### config.mk
export PLATFORM = sky130hd
export DESIGN_NAME = matmul_mem_master
export DESIGN_NICKNAME = d
export VERILOG_FILES = /design/src/rtl/matmul_mem_master.sv
export SDC_FILE = /design/constraint.sdc
export NUM_CORES = 1
export LEC_CHECK = 0
export BUFFER_PORTS_ARGS = -buffer_cell sky130_fd_sc_hd__buf_2
export CAP_MARGIN = 20
export CORE_MARGIN = 8
export CORE_UTILIZATION = 38
export DETAILED_ROUTE_END_ITERATION = 8
export GPL_ROUTABILITY_DRIVEN = 1
export PLACE_DENSITY = 0.59
export SYNTH_ARGS = -nofsm -noshare
export SYNTH_HDL_FRONTEND = slang
export SYNTH_HIERARCHICAL = 1
export SYNTH_SLANG_ARGS = --single-unit
### constraint.sdc
create_clock -name clk -period 7.2 [get_ports clk]
set_clock_uncertainty 0.2 [all_clocks]
set_input_delay 1.08 -clock clk [delete_from_list [all_inputs] [get_ports clk]]
set_output_delay 1.08 -clock clk [all_outputs]
set_load 0.05 [all_outputs]
### src/rtl/matmul_mem_master.sv
// Matrix-memory initiator: reads A rows and B columns, computes the 4x4 int8
// product one element at a time, and writes each 32-bit result to the C region.

module matmul_lane_mul (
  input  logic [7:0]  a,
  input  logic [7:0]  b,
  output logic [15:0] p
);
  assign p = a * b;
endmodule

module matmul_mem_master #(
  parameter int              ADDR_W = 10,
  parameter int              DATA_W = 32,
  parameter logic [ADDR_W-1:0] A_BASE = 10'h000,
  parameter logic [ADDR_W-1:0] B_BASE = 10'h100,
  parameter logic [ADDR_W-1:0] C_BASE = 10'h200
) (
  input  logic              clk,
  input  logic              rst,
  input  logic              start,
  output logic              busy,
  output logic              done,
  output logic              read_en_A,
  output logic [ADDR_W-1:0] addr_A,
  input  logic [DATA_W-1:0] data_in_A,
  output logic              read_en_B,
  output logic [ADDR_W-1:0] addr_B,
  input  logic [DATA_W-1:0] data_in_B,
  output logic              write_en_C,
  output logic [ADDR_W-1:0] addr_C,
  output logic [DATA_W-1:0] data_out_C
);
  localparam int NUM_LANES = DATA_W / 8;
  localparam int SUM_W     = 16 + $clog2(NUM_LANES);

  typedef enum logic [2:0] {IDLE, READ, CALC, WRITE, FIN} state_t;

  state_t                         state, state_nxt;
  logic [1:0]                     i, j;
  logic [SUM_W-1:0]               sum, dot;
  logic [NUM_LANES-1:0][7:0]      a_lane, b_lane;
  logic [NUM_LANES-1:0][15:0]     prod;

  assign a_lane = data_in_A[8*NUM_LANES-1:0];
  assign b_lane = data_in_B[8*NUM_LANES-1:0];

  genvar l;
  generate
    for (l = 0; l < NUM_LANES; l++) begin : g_lane
      matmul_lane_mul u_mul (.a(a_lane[l]), .b(b_lane[l]), .p(prod[l]));
    end
  endgenerate

  always_comb begin
    dot = '0;
    for (int n = 0; n < NUM_LANES; n++) dot = dot + SUM_W'(prod[n]);
  end

  always_ff @(posedge clk) begin
    if (rst) state <= IDLE;
    else     state <= state_nxt;
  end

  // {i,j} behaves as one 4-bit row-major element counter that wraps after (3,3).
  always_ff @(posedge clk) begin
    if (rst) begin
      i   <= '0;
      j   <= '0;
      sum <= '0;
    end else begin
      case (state)
        IDLE:    if (start) {i, j} <= '0;
        CALC:    sum <= dot;
        WRITE:   {i, j} <= {i, j} + 4'd1;
        default: ;
      endcase
    end
  end

  always_comb begin
    state_nxt = state;
    case (state)
      IDLE:    if (start) state_nxt = READ;
      READ:    state_nxt = CALC;
      CALC:    state_nxt = WRITE;
      WRITE:   state_nxt = ({i, j} == 4'hF) ? FIN : READ;
      FIN:     state_nxt = IDLE;
      default: state_nxt = IDLE;
    endcase
  end

  always_comb begin
    busy       = 1'b0;
    done       = 1'b0;
    read_en_A  = 1'b0;
    addr_A     = '0;
    read_en_B  = 1'b0;
    addr_B     = '0;
    write_en_C = 1'b0;
    addr_C     = '0;
    data_out_C = '0;
    case (state)
      READ: begin
        busy      = 1'b1;
        read_en_A = 1'b1;
        addr_A    = A_BASE + ADDR_W'(i);
        read_en_B = 1'b1;
        addr_B    = B_BASE + ADDR_W'(j);
      end
      CALC: busy = 1'b1;
      WRITE: begin
        busy       = 1'b1;
        write_en_C = 1'b1;
        addr_C     = C_BASE + ADDR_W'({i, j});
        data_out_C = DATA_W'(sum);
      end
      FIN:     done = 1'b1;
      default: ;
    endcase
  end
endmodule

After elaboration in Yosys (flattened, before gate mapping)
Cells that the tools add are included.

Bits in registers: 25. Latch bits: 0. Bits in writable memories: 0. Bits in read-only memories: 0. Input bits: 67. Output and inout bits: 67. Memories kept: 0.

$add $sub $neg: 6. Multiply operators: 4. Div/mod/pow operators: 0. $lt $le $gt $ge: 0. Equality and inequality tests: 6. Shifts and indexed selects: 0. Muxes and demuxes: 14. Bitwise operators: 0. Reduce and logical (&&, ||, !) cells: 4.

Operators with widths (count): multiplier 8 x 8 -> 16 bit (4); two-way mux 10 bit (2); adder 17 x 16 -> 18 bit (1); adder 18 x 16 -> 18 bit (1); two-way mux 18 bit (1); adder 16 x 16 -> 17 bit (1); case mux 3 bit (4 select lines) (1); adder 10 x 4 -> 10 bit (first input constant) (1); adder 9 x 2 -> 10 bit (first input constant) (1); case mux 2 bit (2 select lines) (2); == test 3 x 2 -> 1 bit (second input constant) (2); two-way mux 3 bit (2); adder 4 x 1 -> 4 bit (second input constant) (1); == test 4 bit (second input constant) (1); two-way mux 1 bit (4); two-way mux 2 bit (2); == test 3 x 1 -> 1 bit (second input constant) (1); == test 3 bit (second input constant) (1); zero test 3 bit (1); OR reduction 3 bit (1); inequality test 2 bit (second input constant) (1); AND reduction 2 bit (1); nonzero test 2 bit (1).

Longest topological paths before layout
Gate-level depths: netlist of run 1.

Depth after elaboration: 4. Gate-level depth with buffers: 26. Depth with buffers taken out: 26.

Hierarchy
The synthesis of run 1 kept the hierarchy.

Modules (own cells, without submodules): matmul_lane_mul at g_lane[0].u_mul ... (instances 2, cells each 243, area an instance 2114.5 µm²); matmul_mem_master (instances 1, cells each 405, area an instance 3231.8 µm²); matmul_lane_mul at g_lane[3].u_mul (instances 1, cells each 243, area an instance 2134.5 µm²); matmul_lane_mul at g_lane[2].u_mul (instances 1, cells each 243, area an instance 2124.5 µm²).

Worst setup path before layout of run 1
No wires, ideal clock.

Path type: input to register. From: input data_in_B[4]. To: register sum[16]. Library setup time: 0.079 ns. Arrival: 7.042 ns. Required time: 6.921 ns. Setup slack: -0.121 ns. Cell stages on the path: 26. Path buffers: 0. Cells stage by stage: and2_1 fa_1 inv_1 fa_1 inv_1 fa_1 inv_1 fa_1 inv_1 ha_1 a21o_1 a21oi_1 nand2_1 a31oi_1 xnor2_1 inv_1 fa_1 fa_1 inv_1 ha_1 and2_2 and2_1 and4_1 o21a_2 a2111o_1 o211ai_1.

RTL lines: from (decl) (RTL line 29) `input logic [DATA_W-1:0] data_in_B,`; to (signal assigned) (RTL line 74) `CALC: sum <= dot;`; to (decl) (RTL line 41) `logic [SUM_W-1:0] sum, dot;`.

==> flow_metrics.env, run 1 <==
export IMPL_outcome="finished clean"
export IMPL_io_pins=134
export IMPL_cts_root_buf="clkbuf_16"
export IMPL_cts_hold_buffers=0
export IMPL_path_clk_slew_ns=0.06
export IMPL_timing_final_crit_share_pct=98.0
export IMPL_worst_endpoint_required_ns=7.18
export IMPL_grt_overflow_total=0
export IMPL_hold_violations=0
export IMPL_arrival_ns=7.04
export IMPL_fp_dieH_um=192
export IMPL_slew_violations=0
export IMPL_hp_class="flip-flop to flip-flop"
export IMPL_path_class="primary input to flip-flop"
export IMPL_cpPeakStageDelay_ns=0.54
export IMPL_busiest_layer="met2"
export IMPL_antenna_left=0
export IMPL_routed_wl_um=26900
export IMPL_stdcell_count=2003
export IMPL_grt_max_degree=38
export IMPL_clock_sinks=25
export IMPL_via_per_inst=4.71
export IMPL_worstSetupStartpointType="primary input"
export IMPL_relSlewSlack_pct=39.0
export IMPL_tightest_slew_ns=0.915
export IMPL_yosys_warnings=6
export IMPL_grt_pass1_vias=9904
export IMPL_cts_max_level=1
export IMPL_dpl_cell_count=1989
export IMPL_drv_cap=0
export IMPL_whs_ns=0.245
export IMPL_cts_buffers=3
export IMPL_syn_to_final_growth_pct=20.5
export IMPL_rsz0062_at_grt="yes"
export IMPL_io_buffers=99
export IMPL_final_util_pct=46.3
export IMPL_hpwl_um=24000
export IMPL_slowest_stage="fa_1"
export IMPL_synthFlopType="dfxtp_1"
export IMPL_synth_area_mm2=0.0117
export IMPL_async_flop_share_pct=0
export IMPL_fmax_mhz=142
export IMPL_diodes=0
export IMPL_grt_usage_pct=14.8
export IMPL_drtIter0Drc=259
export IMPL_globalRouteMet1Util_pct=19.9
export IMPL_drive_gt1_share_pct=22.5
export IMPL_rows=64
export IMPL_fillCellCount=3024
export IMPL_use_met2_pct=26.7
export IMPL_crit_buf_inv=7
export IMPL_drc=0
export IMPL_fp_dieW_um=192
export IMPL_fin_nets=2013
export IMPL_cpMostUsedCell="fa_1"
export IMPL_ys_types=66
export IMPL_grt_first_pass_wirelength_um=46400
export IMPL_gp_congestion=0.872
export IMPL_synth_area_per_cell_um2=8.51
export IMPL_synth_yosys_seq_area_share_pct=4.27
export IMPL_clock_latency_ns=0.25
export IMPL_cts_tree="done"
export IMPL_critPathMaxFanout=6
export IMPL_setup_viol=0
export IMPL_antenna_found_initial=0
export IMPL_synth_seq_cells=25
export IMPL_globalRouteMet3Util_pct=0.926
export IMPL_initial_utilization_pct=38.4
export IMPL_dr_pass1_iters=4
export IMPL_core_area_mm2=0.0305
export IMPL_vias=9429
export IMPL_cp_top_family="adder cells"
export IMPL_synth_edf_count=0
export IMPL_cts_buffer_depth=2
export IMPL_die_area_mm2=0.0367
export IMPL_drt_wirelength_per_cell_um=13.4
export IMPL_crit_path_end_kind="flip-flop"
export IMPL_synthCells=1377
export IMPL_fin_crit_ns=7.06
-- through the flow --
stage	TNS [ns]	setup slack (ns)	cell area, um2
2_1_floorplan	0	0.0116	11900
3_3_place_gp	-1.21	-0.347	13500
3_5_place_dp	-1.79	-0.411	13500
4_1_cts	0	0.00588	13700
5_1_grt	-0.254	-0.0856	14100
6_report	0	0.144	14100
-- routing by layer --
metal,vias up,share of wire [%]
met2,127,49
li1,4747,-
met1,4541,47
met4,0,0.81
met3,14,3.0
met5,-,0
-- path summary, 6_finish.rpt --
kind	from	endpoint	slack (ns)	depth (start not counted)
worst max-delay path	data_in_A[11]	sum[16]$_SDFFE_PP0P_	0.14	25
worst min-delay path	sum[6]$_SDFFE_PP0P_	sum[6]$_SDFFE_PP0P_	0.24	2
worst max register to register	state[1]$_SDFFE_PP0P_	sum[10]$_SDFFE_PP0P_	4.92	5
worst min register to register	sum[6]$_SDFFE_PP0P_	sum[6]$_SDFFE_PP0P_	0.24	2
-- flip-flops by register name (all words and copies together) (netlist names) --
| register | cells |
|---|---|
| i | 2 |
| j | 2 |
| state | 3 |
| sum | 18 |
-- cell usage after synthesis, drive strengths merged (3+ instances only) --
cell	n	area share, %
nor4	6	0.32
nor2b	6	0.58
o2111ai	4	0.30
buf	43	2.8
fa	176	30
o211ai	8	0.68
o311ai	4	0.30
nor2	42	1.4
nor3	15	0.64
and3	14	0.75
o21ai	23	1.1
inv	286	9.2
o21a	19	1.2
nand2	110	3.5
ha	162	17
xnor2	32	2.4
nor3b	10	0.81
a211oi	11	0.92
xor2	17	1.3
or4	5	0.32
and2	221	12
nand3	11	0.47
clkbuf	7	0.22
dfxtp	25	4.3
o22a	4	0.30
a21oi	43	2.0
a31oi	6	0.32
a21o	15	0.97
nand3b	8	0.51
a211o	14	1.1
or3	5	0.29
and2b	3	0.19
-- placed cells by master (no fill, tap or decap), types with 9 or more instances in the layout --
cell type,synthesis,routed
and2_1,220,211
o21a_1,18,18
ha_4,0,18
and2_4,0,10
conb_1,1,34
nor3_1,15,14
dfxtp_1,25,25
buf_2,3,92
nor2_1,40,38
a211o_1,10,10
and3_1,14,11
inv_2,0,9
xor2_1,17,17
a21o_1,14,14
inv_1,286,277
a21oi_1,37,29
xnor2_1,32,32
fa_1,176,168
nand3_1,11,9
a21oi_2,6,14
buf_4,37,144
ha_1,162,143
o21ai_0,11,9
nand2_1,110,107
-- cells by family after synthesis --
family	after synthesis	share of synthesized area, %
xor+xnor	49	3.66
compound gates	162	10.2
mux	1	0.0854
flops	25	4.27
other cells	1	0.0320
simple gates	464	22.2
buf+inv	337	12.3
fa+ha+maj	338	47.4
-- worst register-to-register path: cells and delay by family, from the launching register on --
| family | cells | cell delay [ns] |
|---|---|---|
| AOI/OAI and AO/OA | 2 | 0.41 |
| DFF | 1 | 0.45 |
| and+or+nand+nor | 3 | 1.14 |
-- what timing repair did --
| action | 4_1_cts | 5_1_grt |
|---|---|---|
| cloned | 0 | 0 |
| resized for setup | 21 | 73 |
| setup buffers | 0 | 10 |
| endpoints found under the setup margin | 4 | 6 |
| pin swaps | 18 | 77 |
| hold endpoints to repair | 0 | 0 |
-- area by class of cell --
cell class              instances  area, um2  area share, %
flip-flops and latches         25        500           3.54
well taps                     396        495           3.51
repair buffers                244       1630           11.5
inverters                     286       1070           7.60
clock buffers                   4       78.8          0.558
multi-input cells            1048      10400           73.3
Power of run 1 is not shown: default switching activity piles up to over one toggle a cycle in this logic, so the estimate is an artifact.
==> inputs of run 2 (changes only) <==
Settings changed: CORE_UTILIZATION 38 to 56, PLACE_DENSITY 0.59 to 0.81.
==> flow_metrics.env, run 2 (synthesized netlist as in run 1, its figures left out) <==
export IMPL_dr_pass1_iters=5
export IMPL_syn_to_final_growth_pct=18.4
export IMPL_largest_reg_flops=18
export IMPL_largest_register="sum"
export IMPL_antenna_found_initial=0
export IMPL_gp_congestion=0.884
export IMPL_tightest_slew_ns=0.909
export IMPL_pre_cts_ws_ns=-0.436
export IMPL_routed_wl_um=27400
export IMPL_layout_common_cells="inv_1 (277), and2_1 (213), fa_1 (170), ha_1 (144), buf_4 (125)"
export IMPL_die_area_mm2=0.0258
export IMPL_worstHoldStart="sum[0]$_SDFFE_PP0P_"
export IMPL_fin_nets=1995
export IMPL_drive_gt1_share_pct=22.0
export IMPL_antenna_left=0
export IMPL_via_per_inst=5.24
export IMPL_slew_violations=0
export IMPL_fp_dieH_um=161
export IMPL_vias=9771
export IMPL_worst_slack_ns=-0.00571
export IMPL_cts_max_level=1
export IMPL_violations="negative setup slack"
export IMPL_cts_buffers=3
export IMPL_cpPeakStageDelay_ns=0.53
export IMPL_cts_buffer_depth=2
export IMPL_path_clk_slew_ns=0.06
export IMPL_fmax_mhz=139
export IMPL_grt_max_degree=38
export IMPL_crit_path_end_kind="flip-flop"
export IMPL_ff2ff_path_depth=5
export IMPL_cts_tree="done"
export IMPL_hold_violations=0
export IMPL_path_class="primary input to flip-flop"
export IMPL_grt_usage_pct=20.5
export IMPL_r2r_setup_slack_ns=4.88
export IMPL_worst_endpoint_required_ns=7.18
export IMPL_timing_final_crit_share_pct=100
export IMPL_cts_root_buf="clkbuf_16"
export IMPL_hp_class="flip-flop to flip-flop"
export IMPL_layout_commonest_cell="inv_1"
export IMPL_top_regs="sum x18, state x3"
export IMPL_r2r_end="sum[10]$_SDFFE_PP0P_"
export IMPL_worstSetupStartpointType="primary input"
export IMPL_arrival_ns=7.18
export IMPL_drv_cap=0
export IMPL_slowest_stage="fa_1"
export IMPL_rows=53
export IMPL_cpMostUsedCell="fa_1"
export IMPL_core_area_mm2=0.0208
export IMPL_cp_top_family="adder cells"
export IMPL_min_to="sum[0]$_SDFFE_PP0P_"
export IMPL_setup_viol=1
export IMPL_crit_buf_inv=7
export IMPL_grt_first_pass_wirelength_um=45800
export IMPL_relSlewSlack_pct=39.4
export IMPL_hold_depth=2
export IMPL_rsz0062_at_grt="yes"
export IMPL_drtIter0Drc=538
export IMPL_critPathMaxFanout=6
export IMPL_drc=0
export IMPL_io_pins=134
export IMPL_fp_dieW_um=161
export IMPL_clock_sinks=25
export IMPL_grt_pass1_vias=10300
export IMPL_hpwl_um=23300
export IMPL_crit_start="data_in_B[12]"
export IMPL_stdcell_count=1864
export IMPL_dpl_cell_count=1855
export IMPL_grt_overflow_total=0
export IMPL_cts_hold_buffers=0
export IMPL_clock_latency_ns=0.25
export IMPL_drt_wirelength_per_cell_um=14.7
export IMPL_r2r_start="state[1]$_SDFFE_PP0P_"
export IMPL_io_buffers=99
export IMPL_outcome="finished with violations"
export IMPL_initial_utilization_pct=56.5
export IMPL_diodes=0
export IMPL_fin_crit_ns=7.21
==> run 2: cell type report <==
cell class	count	area [um2]
repair buffers	226	1480
multi-input cells	1048	10400
well taps	275	344
fillers	1614	6890
flip-flops and latches	25	500
clock buffers	4	78.8
inverters	286	1070
==> run 2: per-layer routing <==
metal	part of all wire, %	up-vias	GRT usage [%]
met4	2.1	0	6.37
met5	0	-	0
met2	51	250	36.8
met1	43	4767	25.1
met3	4.4	44	2.43
li1	-	4710	-
==> run 2: worst min-delay path, stage by stage, from the launching register on <==
cell	delay (ns)
dfxtp_1	0.30
nand2_1	0.05
a21oi_1	0.05
==> run 2: how the worst max path moves through the flow <==
| stage | endpoint | depth (start not counted) | slack, ns |
|---|---|---|---|
| final | sum[16]$_SDFFE_PP0P_ | 26 | -0.006 |
| after global routing | sum[16]$_SDFFE_PP0P_ | 26 | -0.23 |
| after detailed placement | sum[14]$_SDFFE_PP0P_ | 27 | -0.44 |
| after CTS | sum[14]$_SDFFE_PP0P_ | 27 | 0.007 |
| after global placement | sum[14]$_SDFFE_PP0P_ | 27 | -0.30 |
| after floorplan | sum[16]$_SDFFE_PP0P_ | 25 | 0.01 |
==> run 2: repair_timing <==
| action | CTS | global route |
|---|---|---|
| buffers inserted | 0 | 5 |
| endpoints found under the setup margin | 4 | 7 |
| gates resized for setup | 35 | 61 |
| pin swaps | 35 | 59 |
| endpoints found under the hold margin | 0 | 0 |
==> run 2: stage by stage <==
stage	setup TNS, ns	utilization (%)	hold slack [ns]	instance area (um2)
3_3_place_gp	-1.02	64.1	0.236	13300
4_1_cts	0	65.2	0.252	13500
2_1_floorplan	0	-	0.227	11900
6_report	-0.00571	66.8	0.248	13900
5_1_grt	-0.992	66.8	0.276	13900
3_5_place_dp	-1.86	64.1	0.241	13300
Power of run 2 is left out for the same reason.
